--- src/rtl/muldiv_unit.sv ---
// -----------------------------------------------------------------------------
// muldiv_unit
//   Iterative radix-2 multiply / divide unit. One iteration per clock, so
//   every operation takes a fixed WIDTH+2 edges from acceptance to the done
//   pulse, whatever the data.
//
//   op encoding: 00 MULTU, 01 MULT, 10 DIVU, 11 DIV
//     multiply: {Hi,Lo} = full 2*WIDTH-bit product
//     divide  : Lo = quotient (truncated toward zero),
//               Hi = remainder (takes the sign of the dividend)
//     divide by zero: DivZero=1, Lo = all ones, Hi = dividend as given
//
// Ports
//   clk      in   single clock, rising edge
//   reset    in   synchronous, active-high
//   start    in   request strobe; accepted only when busy=0
//   op       in   [1:0] operation select
//   DataA    in   [WIDTH-1:0] multiplicand / dividend
//   DataB    in   [WIDTH-1:0] multiplier / divisor
//   busy     out  operation in progress (CALC or FIX)
//   done     out  one-cycle pulse, results valid
//   Hi       out  [WIDTH-1:0] product upper half / remainder
//   Lo       out  [WIDTH-1:0] product lower half / quotient
//   DivZero  out  last completed division had a zero divisor
// -----------------------------------------------------------------------------
module muldiv_unit #(
    parameter int WIDTH = 32
) (
    input  logic             clk,
    input  logic             reset,
    input  logic             start,
    input  logic [1:0]       op,
    input  logic [WIDTH-1:0] DataA,
    input  logic [WIDTH-1:0] DataB,
    output logic             busy,
    output logic             done,
    output logic [WIDTH-1:0] Hi,
    output logic [WIDTH-1:0] Lo,
    output logic             DivZero
);

    localparam int CW = $clog2(WIDTH + 1);

    typedef enum logic [1:0] {
        IDLE = 2'd0,
        CALC = 2'd1,
        FIX  = 2'd2,
        DONE = 2'd3
    } state_t;

    state_t state_reg, state_next;

    logic [CW-1:0]    count_reg;
    logic             is_div_reg;
    logic             neg_q_reg;     // negate product / quotient in FIX
    logic             neg_r_reg;     // negate remainder in FIX
    logic             zero_div_reg;  // divisor was zero
    logic [WIDTH-1:0] a_raw_reg;     // dividend as given, for divide-by-zero
    logic [WIDTH-1:0] mag_reg;       // multiplicand or divisor magnitude
    logic [WIDTH:0]   acc_reg;       // product upper half / partial remainder
    logic [WIDTH-1:0] low_reg;       // multiplier / dividend, shifted out as result builds
    logic [WIDTH-1:0] hi_reg;
    logic [WIDTH-1:0] lo_reg;
    logic             div_zero_reg;

    // ---------------------------------------------------------------
    // Acceptance and operand preparation
    // ---------------------------------------------------------------
    logic             accept;
    logic             a_neg, b_neg;
    logic [WIDTH-1:0] a_mag, b_mag;
    logic             last_iter;

    assign accept    = start && ((state_reg == IDLE) || (state_reg == DONE));
    assign last_iter = (count_reg == CW'(WIDTH - 1));

    // Signed ops work on magnitudes. The most negative value negates to
    // itself, which read as unsigned is exactly its magnitude.
    assign a_neg = op[0] & DataA[WIDTH-1];
    assign b_neg = op[0] & DataB[WIDTH-1];
    assign a_mag = a_neg ? (~DataA + 1'b1) : DataA;
    assign b_mag = b_neg ? (~DataB + 1'b1) : DataB;

    // ---------------------------------------------------------------
    // One radix-2 step for each operation
    // ---------------------------------------------------------------
    logic [WIDTH:0]   mul_sum;
    logic [WIDTH:0]   div_shift;
    logic [WIDTH:0]   div_diff;
    logic             div_ge;

    // Shift-add: add multiplicand when the multiplier LSB is set, then shift
    // the whole {acc,low} pair right. acc carries one spare bit for the carry.
    assign mul_sum   = acc_reg + (low_reg[0] ? {1'b0, mag_reg} : '0);

    // Restoring divide: shift the next dividend bit into the remainder and
    // subtract the divisor when it fits. A zero divisor always "fits", which
    // naturally yields an all-ones quotient.
    assign div_shift = {acc_reg[WIDTH-1:0], low_reg[WIDTH-1]};
    assign div_ge    = (div_shift >= {1'b0, mag_reg});
    assign div_diff  = div_shift - {1'b0, mag_reg};

    // ---------------------------------------------------------------
    // Sign fix-up of the final magnitudes
    // ---------------------------------------------------------------
    logic [2*WIDTH-1:0] prod_mag, prod_fix;
    logic [WIDTH-1:0]   quo_fix, rem_fix;

    assign prod_mag = {acc_reg[WIDTH-1:0], low_reg};
    assign prod_fix = neg_q_reg ? (~prod_mag + 1'b1) : prod_mag;
    assign quo_fix  = neg_q_reg ? (~low_reg + 1'b1) : low_reg;
    assign rem_fix  = neg_r_reg ? (~acc_reg[WIDTH-1:0] + 1'b1) : acc_reg[WIDTH-1:0];

    // ---------------------------------------------------------------
    // FSM next state
    // ---------------------------------------------------------------
    always_comb begin
        state_next = state_reg;
        case (state_reg)
            IDLE:    if (accept) state_next = CALC;
            CALC:    if (last_iter) state_next = FIX;
            FIX:     state_next = DONE;
            DONE:    state_next = accept ? CALC : IDLE;
            default: state_next = IDLE;
        endcase
    end

    // ---------------------------------------------------------------
    // State and datapath registers
    // ---------------------------------------------------------------
    always_ff @(posedge clk) begin
        if (reset) begin
            state_reg    <= IDLE;
            count_reg    <= '0;
            is_div_reg   <= 1'b0;
            neg_q_reg    <= 1'b0;
            neg_r_reg    <= 1'b0;
            zero_div_reg <= 1'b0;
            a_raw_reg    <= '0;
            mag_reg      <= '0;
            acc_reg      <= '0;
            low_reg      <= '0;
            hi_reg       <= '0;
            lo_reg       <= '0;
            div_zero_reg <= 1'b0;
        end else begin
            state_reg <= state_next;
            case (state_reg)
                IDLE, DONE: begin
                    if (accept) begin
                        count_reg    <= '0;
                        is_div_reg   <= op[1];
                        neg_q_reg    <= a_neg ^ b_neg;
                        neg_r_reg    <= a_neg;
                        zero_div_reg <= (DataB == '0);
                        a_raw_reg    <= DataA;
                        acc_reg      <= '0;
                        if (op[1]) begin
                            low_reg <= a_mag;
                            mag_reg <= b_mag;
                        end else begin
                            low_reg <= b_mag;
                            mag_reg <= a_mag;
                        end
                    end
                end
                CALC: begin
                    count_reg <= count_reg + CW'(1);
                    if (is_div_reg) begin
                        acc_reg <= div_ge ? div_diff : div_shift;
                        low_reg <= {low_reg[WIDTH-2:0], div_ge};
                    end else begin
                        acc_reg <= {1'b0, mul_sum[WIDTH:1]};
                        low_reg <= {mul_sum[0], low_reg[WIDTH-1:1]};
                    end
                end
                FIX: begin
                    if (!is_div_reg) begin
                        hi_reg       <= prod_fix[2*WIDTH-1:WIDTH];
                        lo_reg       <= prod_fix[WIDTH-1:0];
                        div_zero_reg <= 1'b0;
                    end else if (zero_div_reg) begin
                        hi_reg       <= a_raw_reg;
                        lo_reg       <= '1;
                        div_zero_reg <= 1'b1;
                    end else begin
                        hi_reg       <= rem_fix;
                        lo_reg       <= quo_fix;
                        div_zero_reg <= 1'b0;
                    end
                end
                default: ;
            endcase
        end
    end

    assign busy    = (state_reg == CALC) || (state_reg == FIX);
    assign done    = (state_reg == DONE);
    assign Hi      = hi_reg;
    assign Lo      = lo_reg;
    assign DivZero = div_zero_reg;

endmodule

--- config.mk ---
export PLATFORM = sky130hd
export DESIGN_NAME = muldiv_unit
export DESIGN_NICKNAME = d
export VERILOG_FILES = /design/src/rtl/muldiv_unit.sv
export SDC_FILE = /design/constraint.sdc
export NUM_CORES = 1
export LEC_CHECK = 0
export ABC_CLOCK_PERIOD_IN_PS = 3500
export CAP_MARGIN = 0
export CELL_PAD_IN_SITES_DETAIL_PLACEMENT = 2
export CELL_PAD_IN_SITES_GLOBAL_PLACEMENT = 2
export CORE_MARGIN = 2
export CORE_UTILIZATION = 35
export CTS_CLUSTER_DIAMETER = 150
export DETAILED_ROUTE_END_ITERATION = 10
export PLACE_DENSITY = 0.83
export SLEW_MARGIN = 10
export SYNTH_ARGS = -nofsm -noshare
export SYNTH_HDL_FRONTEND = slang
export SYNTH_SLANG_ARGS = --single-unit
--- constraint.sdc ---
create_clock -name clk -period 3.5 [get_ports clk]
set_clock_uncertainty 0.2 [all_clocks]
set_input_delay 0.525 -clock clk [delete_from_list [all_inputs] [get_ports clk]]
set_output_delay 0.525 -clock clk [all_outputs]
set_load 0.01 [all_outputs]
* After elaboration in Yosys (flattened, before gate mapping)
Cells that the tools add are included.
Storage, ports and cells: flip-flop bits (word level) 206, input bits 69, output and inout bits 67, logic and storage cells 74
Operators by class: mux-type cells 27, bitwise gates (word level) 8, eq/ne operators 7, order comparisons 1, add/subtract/negate cells 8, reductions and logical operators 10
Operator list (number):
- $mux W32 | 13
- $add A32 B1 Y32 const B | 4
- $not A32 Y32 | 4
- $mux W33 | 3
- $pmux W33 S2 | 1
- $add A64 B1 Y64 const B | 1
- $mux W64 | 1
- $not A64 Y64 | 1
- $pmux W32 S2 | 1
- $add A33 B32 Y33 | 1
- $ge A33 B32 Y1 | 1
- $sub A33 B32 Y33 | 1
- $logic_not A32 Y1 | 1
- $pmux W6 S2 | 1
- $pmux W2 S4 | 1
- $add A6 B1 Y6 const B | 1
- $eq A6 B5 Y1 const B | 1
- $mux W6 | 1
- $ne A2 B2 Y1 const B | 3
- $reduce_and A2 Y1 | 3
- $eq A2 B2 Y1 const B | 2
- $mux W2 | 2
- $mux W1 | 3
- $and A1 B1 Y1 | 2
- 7 further kinds | 8

* Logic depth before layout (Yosys ltp)
Gate-level depths: netlist of the first run.
depth after elaboration 6, depth in mapped cells 14, depth with buffers taken out 13

* Worst setup path after synthesis of the first run
OpenSTA, ideal clock, no wires.
kind register to register, start point register acc_reg[1], end point register hi_reg[28], in the netlist Hi[28], slack 241 ps, cell stages (with the launch flop) 14, path buffers 2, arrival 2929 ps, data required time 3170 ps, period minus slack after synthesis 3259 ps, setup time 130 ps, cell sequence dfxtp_1 > buf_6 > inv_1 > ha_1 > or3b_1 > nand4b_4 > or4b_1 > buf_2 > or4_4 > nor2_2 > mux2i_1 > nor2_1 > nor2_1 > nor3_2
On the way: word-level cells in the longest chain between the ends 5, elaborated cells between the ends (all ways) 8, classes of those cells 2 x add/sub; 4 x mux; 2 x bitwise
RTL lines:
- from (decl) | line 60 | logic [WIDTH:0] acc_reg;
- from (signal assigned) | line 170 | acc_reg <= div_ge ? div_diff : div_shift;
- from (signal assigned) | line 173 | acc_reg <= {1'b0, mul_sum[WIDTH:1]};
- $not A32 Y32 | line 112 | assign rem_fix = neg_r_reg ? (~acc_reg[WIDTH-1:0] + 1'b1) : acc_reg[WIDTH-1:0];
- $add A32 B1 Y32 | line 112
- $mux W32 | line 112
- $mux W32 | line 182 | end else if (zero_div_reg) begin
- $mux W32 * | line 178 | if (!is_div_reg) begin
- to (signal assigned) | line 179 | hi_reg <= prod_fix[2*WIDTH-1:WIDTH];
- to (signal assigned) | line 183 | hi_reg <= a_raw_reg;
- to (signal assigned) | line 187 | hi_reg <= rem_fix;
- to (decl) | line 62 | logic [WIDTH-1:0] hi_reg;
Every way passes the cells marked *; elsewhere a longest branch is shown, timed or not. A chain may end at the register's enable or synchronous reset.

* Worst setup path in the final report of the first run
start point register low_reg[0], end point register acc_reg[31]
On the way: word-level cells in the longest chain between the ends 4
RTL lines:
- from (decl) | line 61 | logic [WIDTH-1:0] low_reg;
- from (signal assigned) | line 159 | low_reg <= a_mag;
- from (signal assigned) | line 162 | low_reg <= b_mag;
- from (signal assigned) | line 171 | low_reg <= {low_reg[WIDTH-2:0], div_ge};
- $mux W32 | line 94 | assign mul_sum = acc_reg + (low_reg[0] ? {1'b0, mag_reg} : '0);
- $add A33 B32 Y33 | line 94
- $mux W33 | line 169 | if (is_div_reg) begin
- $pmux W33 S2 | line 148 | case (state_reg)
Every way passes these cells.

==> results of run 1 <==
-- cells in the mapped netlist, types with 22 or more instances --
cell	n
a211oi_1	84
a21o_1	33
a21oi_1	182
clkbuf_1	140
dfxtp_1	206
ha_1	73
inv_1	69
mux2i_1	70
nand2_1	274
nand2b_1	32
nand3_1	52
nand4_1	22
nor2_1	239
nor3_1	49
o211ai_1	32
o21ai_0	104
o21ai_1	42
o31ai_1	29
xnor2_1	111
xor2_1	86
-- what timing repair did --
| item | CTS | global route |
|---|---|---|
| endpoints found under the setup margin | 13 | 32 |
| pin swaps | 0 | 3 |
| cloned | 0 | 0 |
| resized for setup | 8 | 37 |
-- worst max path at each step --
stage          startpoint           to  slack (ns)  depth (start not counted)
2_1_floorplan  acc_reg[1]       Hi[28]        0.24                         13
3_3_place_gp     DataA[4]  low_reg[27]       -0.21                          9
3_5_place_dp     DataA[0]  low_reg[30]       -0.33                         12
4_1_cts        low_reg[0]  acc_reg[31]       -0.07                         14
5_1_grt        mag_reg[3]  acc_reg[24]       -0.01                         14
6_report       low_reg[0]  acc_reg[31]        0.10                         14
-- cells in the final DEF (no fill, tap or decap), types with 28 or more instances in the layout --
cell             instances
mux2i_1                 69
nand2_1                273
xnor2_1                111
nor3_1                  46
nand2b_1                30
o31ai_1                 28
xor2_1                  86
a211oi_1                83
a21o_1                  33
o211ai_1                32
o21ai_0                101
inv_1                   69
o21ai_1                 44
clkdlybuf4s50_1        133
nor2_1                 237
buf_4                  212
a21oi_1                173
nand3_1                 52
ha_1                    71
dfxtp_1                198
-- logic make-up (layout without fill, tap and decap cells) --
group | after synthesis | count (layout)
AOI/OAI and AO/OA | 662 | 662
xor gates and xnor gates | 197 | 197
adders and majority gates | 75 | 75
buffers and inverters | 243 | 465
DFF | 206 | 206
muxes | 82 | 82
and+or+nand+nor | 804 | 804
-- critical path, cell delays in order, from the launching register on --
cell	delay [ns]
dfxtp_2	0.37
and2_1	0.18
ha_1	0.21
inv_1	0.07
fa_1	0.41
nand2b_4	0.18
a21oi_4	0.20
o2111ai_2	0.18
buf_4	0.19
nand2_4	0.12
a31oi_4	0.12
o21a_1	0.24
o221a_2	0.28
mux2i_4	0.20
nand3_1	0.11
-- power by group through the flow --
stage / clock [mW] / sequential [mW] / combinational [mW]
after detailed placement: 0 / 3.56 / 7.00
after global placement: 0 / 3.52 / 6.65
after global routing: 2.95 / 3.61 / 7.86
final: 2.82 / 3.56 / 7.39
after floorplan: 0 / 3.40 / 4.00
after CTS: 2.86 / 3.54 / 7.18
-- per-layer routing --
layer | vias up | global-route usage
met1 | 9529 | 0.406
met2 | 595 | 0.571
met3 | 227 | 0.0404
met5 | - | 0
met4 | 0 | 0.177
li1 | 8484 | -
-- cell type report --
| class | count | area [sq um] | area share |
|---|---|---|---|
| Inverter | 71 | 267 | 0.0128 |
| Multi-Input combinational cell | 1820 | 11700 | 0.565 |
| Sequential cell | 206 | 4140 | 0.199 |
| Timing Repair Buffer | 350 | 3000 | 0.145 |
| Tap cell | 607 | 759 | 0.0366 |
| Clock buffer | 38 | 766 | 0.0369 |
| Clock inverter | 6 | 108 | 0.00519 |
-- per-stage QoR --
| step | total power [mW] | utilization | area, sq um | hold WS [ns] | std cells |
|---|---|---|---|---|---|
| after detailed placement | 10.6 | 0.422 | 19700 | 0.252 | 3054 |
| after floorplan | 7.40 | - | 16600 | 0.232 | 2269 |
| final | 13.8 | 0.445 | 20700 | 0.118 | 3098 |
| after global routing | 14.4 | 0.445 | 20700 | 0.123 | 3098 |
| after global placement | 10.2 | 0.422 | 19700 | 0.240 | 3054 |
| after CTS | 13.6 | 0.441 | 20600 | 0.0816 | 3098 |
==> impl_metrics.csv, run 1 <==
group,metric,value,unit
route,top_layer,"met4",
worst_setup_path,timing.rr.end,"acc_reg[31]",
global_routing,grt_max_degree,74,
placement,place_ws,-0.325,ns
pwr,switching_share,0.468,
die,fp.dieH,222,um
worst_setup_path,worst-path-max-fanout,4,
run,drv_cap,0,
global_routing,grt_pass1_vias,20600,
die,die_w,222,um
global_routing,antenna_found_initial,0,
logic_synthesis,synth_nets,2413,
timing,finalSetupViolCount,0,
worst_setup_path,required,3.73,ns
worst_setup_path,rrSetupSlack,0.10,ns
timing,rsz0062_at_grt,"true",
global_routing,grt_overflow,0,
logic_synthesis,yosys.area_share.adder,0.0575,
logic_synthesis,synthFlopType,"dfxtp_1",
layout,final_layout_size_suffix_gt1_frac,0.138,
placement,gp_congestion,0.941,
logic_synthesis,yosys_warnings,0,
worst_setup_path,cp-start-kind,"flip-flop",
worst_hold_path,min-delay-start,"reset",
die,fp-row-count,79,
outcome,violations,"DRC",
die,core_area,46700,sq um
die,start_util,0.356,
clocking,cts.sinks,206,
layout,syn2layout_area_growth,25.1,%
pwr,power_density,664,nW/um^2
layout,finalNetCount,2619,
logic_synthesis,synth_top_family_by_area,"compound AO/OA/AOI/OAI gates",
pwr,peakVddDrop,405,uV
logic_synthesis,yosysTopAreaCellShare,0.249,
clocking,cts_made_buffers,26,
pwr,p_switching,6.45,mW
logic_synthesis,syn_area,16600,sq um
logic_synthesis,yosys.area_share.simple,0.227,
timing,period_needed,3.40,ns
logic_synthesis,synth.avg_cell_area,7.31,sq um
timing,finalHoldViolations,0,
timing,max_freq,0.294,GHz
timing,post-route-period-util,0.970,
route,wire_per_inst,27.1,um
route,met2_wirelength,40.0,mm
logic_synthesis,netlist_instances,2269,
timing,max-slew-margin-rel,0.322,
pwr,pwr-share-clk,0.205,
timing,tightestPinTransition,1.02,ns
pwr,p_leak,8.16,nW
outcome,status,"complete, but fails checks",
clocking,cts_tree,"built",
layout,fill_cells,5372,
logic_synthesis,synth_seq_area_share,0.249,
worst_hold_path,whs_path_depth,2,
clocking,cts.htree.levels,1,
layout,diodes,0,
route,num_vias,18800,
worst_setup_path,critPathArrivalTime,3.62,ns
clocking,clk_pin_slew,0.06,ns
logic_synthesis,yosysUniqueCellTypes,82,
global_routing,grt_pass1_wl,128,mm
timing,layout_setup_ws,0.104,ns
clocking,post_cts_buffers,0,
pwr,seq_power_share,0.259,
worst_setup_path,r2r_cells,14,
logic_synthesis,yosysTopAreaCell,"dfxtp_1",
die,pin_count,136,
logic_synthesis,yosys-top-cells-area,"dfxtp_1 25%, nand2_1 6.2%, xnor2_1 5.9%",
placement,place_hpwl,63.4,mm
logic_synthesis,synthMuxAreaShare,0.0504,
placement,portBuffers,135,
route,drtAntennaViolNets,0,
logic_synthesis,ys_async_sr_fraction,0,
clocking,worstSkewPairLatency,0.60,ns
clocking,cts_hold_buf,0,
route,met1Wirelength,34.8,mm
pwr,power_frac_comb,0.536,
clocking,clockBufferDepth,3,
route,via_per_inst,6.08,
route,wl_met3,4.04,mm
logic_synthesis,synth_xor_area_frac,0.104,
route,drtIter0Drc,1182,
worst_hold_path,holdCritPathClass,"in2reg",
route,route.detailed.drc,2,
layout,largest_reg_flops,33,
worst_setup_path,endpoint_kind,"flip-flop",
logic_synthesis,synth_compound_area_frac,0.255,
die,dieArea,49100,sq um
global_routing,grt_usage,0.333,
logic_synthesis,synth-seq-cells,206,
route,wl,83.8,mm
worst_setup_path,rr_startpoint,"low_reg[0]",
worst_setup_path,worstSetupPathType,"reg2reg",
route,drt-pass1-iter-count,8,
logic_synthesis,synth_enable_flop_cells,0,
worst_hold_path,holdPathEnd,"acc_reg[3]",
timing,fin_tns_setup,0,ns
pwr,internal_power,7.32,mW
timing,maxSlewViolCount,0,
clocking,ctsRootBufferMaster,"clkbuf_16",
Power figures use the tool's default switching activity.
==> inputs of run 2 (changes only) <==
- CAP_MARGIN: 0 -> 25
==> results of run 2 <==
No change in the layout: final DEF, timing and power equal those of run 1.
==> inputs of run 3 (changes only) <==
- REMOVE_ABC_BUFFERS: default -> 1
==> impl_metrics.csv, run 3 (synthesis results as in run 1) <==
group,metric,value,unit
layout,diodes,0,
worst_setup_path,endpoint_kind,"flip-flop",
route,drtIter0Drc,1280,
worst_setup_path,worst-path-max-fanout,5,
timing,maxSlewViolCount,0,
worst_setup_path,required,3.75,ns
die,pin_count,136,
clocking,clk_pin_slew,0.07,ns
placement,place_hpwl,59.6,mm
clocking,clockBufferDepth,3,
route,drt-pass1-iter-count,10,
worst_setup_path,crit_buf_inv,3,
die,core_area,46700,sq um
layout,syn2layout_area_growth,26.5,%
clocking,ctsRootBufferMaster,"clkbuf_16",
clocking,cts_tree,"built",
timing,layout_setup_ws,-0.0798,ns
clocking,worstSkewPairLatency,0.58,ns
route,wire_per_inst,27.0,um
clocking,cts.htree.levels,1,
worst_setup_path,crit_family,"compound AO/OA/AOI/OAI gates",
layout,fin_util,0.450,
timing,post-route-period-util,1.02,
layout,largest_reg_flops,33,
worst_setup_path,worstSetupPathType,"reg2reg",
global_routing,grt_usage,0.324,
timing,finalSetupViolCount,4,
worst_setup_path,cp-start-kind,"flip-flop",
worst_setup_path,worstPathCellList,"inv_1 -> ha_1 -> buf_4 -> a21oi_1 -> o211a_1 -> o21bai_1 -> a21boi_0 -> buf_4 -> o21ai_0 -> a21oi_1 -> xnor2_1 -> mux2i_1 -> a311oi_2",
global_routing,grt_pass1_wl,126,mm
route,route.detailed.drc,9,
layout,final_layout_size_suffix_gt1_frac,0.145,
worst_setup_path,critPathArrivalTime,3.83,ns
layout,final_common_cell,"nand2_1",
die,dieArea,49100,sq um
timing,rsz0062_at_grt,"true",
pwr,p_leak,8.27,nW
route,num_vias,19000,
timing,finalHoldViolations,0,
placement,gp_congestion,0.945,
outcome,violations,"DRC, setup timing",
global_routing,grt_pass1_vias,20900,
worst_setup_path,slowest_delay,0.42,ns
timing,max_freq,0.279,GHz
timing,tightestPinTransition,0.860,ns
timing,period_needed,3.58,ns
run,drv_cap,0,
die,fp-row-count,79,
global_routing,grt_overflow,0,
outcome,status,"complete, but fails checks",
timing,max-slew-margin-rel,0.427,
worst_setup_path,cp_slowest_cell,"o21ai_0",
clocking,cts.sinks,206,
layout,finalNetCount,2626,
layout,final_cell_mix,"273 x nand2_1, 236 x nor2_1, 212 x buf_4",
clocking,cts_made_buffers,27,
die,die_w,222,um
die,start_util,0.356,
pwr,p_total,14.0,mW
worst_hold_path,holdCritPathClass,"in2reg",
clocking,cts_hold_buf,0,
route,wl,84.0,mm
pwr,power_density,669,nW/um^2
route,drtAntennaViolNets,0,
route,via_per_inst,6.10,
pwr,peakVddDrop,632,uV
die,fp.dieH,222,um
global_routing,antenna_found_initial,2,
global_routing,grt_max_degree,76,
placement,portBuffers,135,
==> run 3: changes by cell type in the layout (fill, tap and decap cells not counted), moves of 2 or more <==
cell / change
o21ai_1: -2
bufinv_16: +3
or4b_4: +2
nor4_2: +2
dfxtp_1: +5
or4b_1: -2
clkinv_2: +2
clkbuf_16: +2
inv_2: +2
buf_12: +4
inv_1: -2
dfxtp_2: -5
==> run 3: final timing paths <==
check,start,to,slack (ns),cells past startpoint
worst min-delay path,reset,a_raw_reg[14],0.18,2
worst min register to register,mag_reg[5],mag_reg[5],0.26,2
worst max-delay path,mag_reg[2],acc_reg[30],-0.08,13
worst max register to register,mag_reg[2],acc_reg[30],-0.08,13
==> run 3: power by group <==
part,leakage [nW],internal (mW),total (mW),switching (mW)
registers,1.68,2.92,3.56,0.637
clock network,0.467,1.90,3.18,1.28
logic,6.12,2.77,7.30,4.52
total,8.27,7.60,14.0,6.44
==> run 3: routing by layer <==
metal | GRT usage | routed length, um | vias to the layer above
met4 | 0.147 | 4300 | 4
li1 | - | - | 8503
met5 | 0 | 26 | -
met1 | 0.393 | 34800 | 9584
met2 | 0.566 | 40700 | 647
met3 | 0.0461 | 4230 | 235
==> run 3: metrics by stage <==
step	hold WS (ns)	setup slack (ns)	setup TNS, ns	std cells	instance area, sq um
2_1_floorplan	0.226	-1.86	-112.09	2097	15900
4_1_cts	0.164	0.00580	0	3100	20700
3_3_place_gp	0.244	-0.281	-2.55	3051	19700
5_1_grt	0.199	-0.161	-0.701	3108	21000
6_report	0.184	-0.0798	-0.125	3108	21000
3_5_place_dp	0.249	-0.422	-8.21	3052	19700
==> run 3: layout make-up <==
| type | count | area [sq um] |
|---|---|---|
| Fill cell | 5278 | 25700 |
| Multi-Input combinational cell | 1820 | 11700 |
| Sequential cell | 206 | 4130 |
| Timing Repair Buffer | 356 | 3130 |
| Clock buffer | 37 | 773 |
| Tap cell | 607 | 759 |
| Inverter | 71 | 267 |
| Clock inverter | 11 | 185 |
==> run 3: what timing repair did <==
item                                    4_1_cts  5_1_grt
resized for setup                             7       39
endpoints found under the setup margin        8       52
cloned                                        0        1
buffers inserted                              0        7
pin swaps                                     1        7
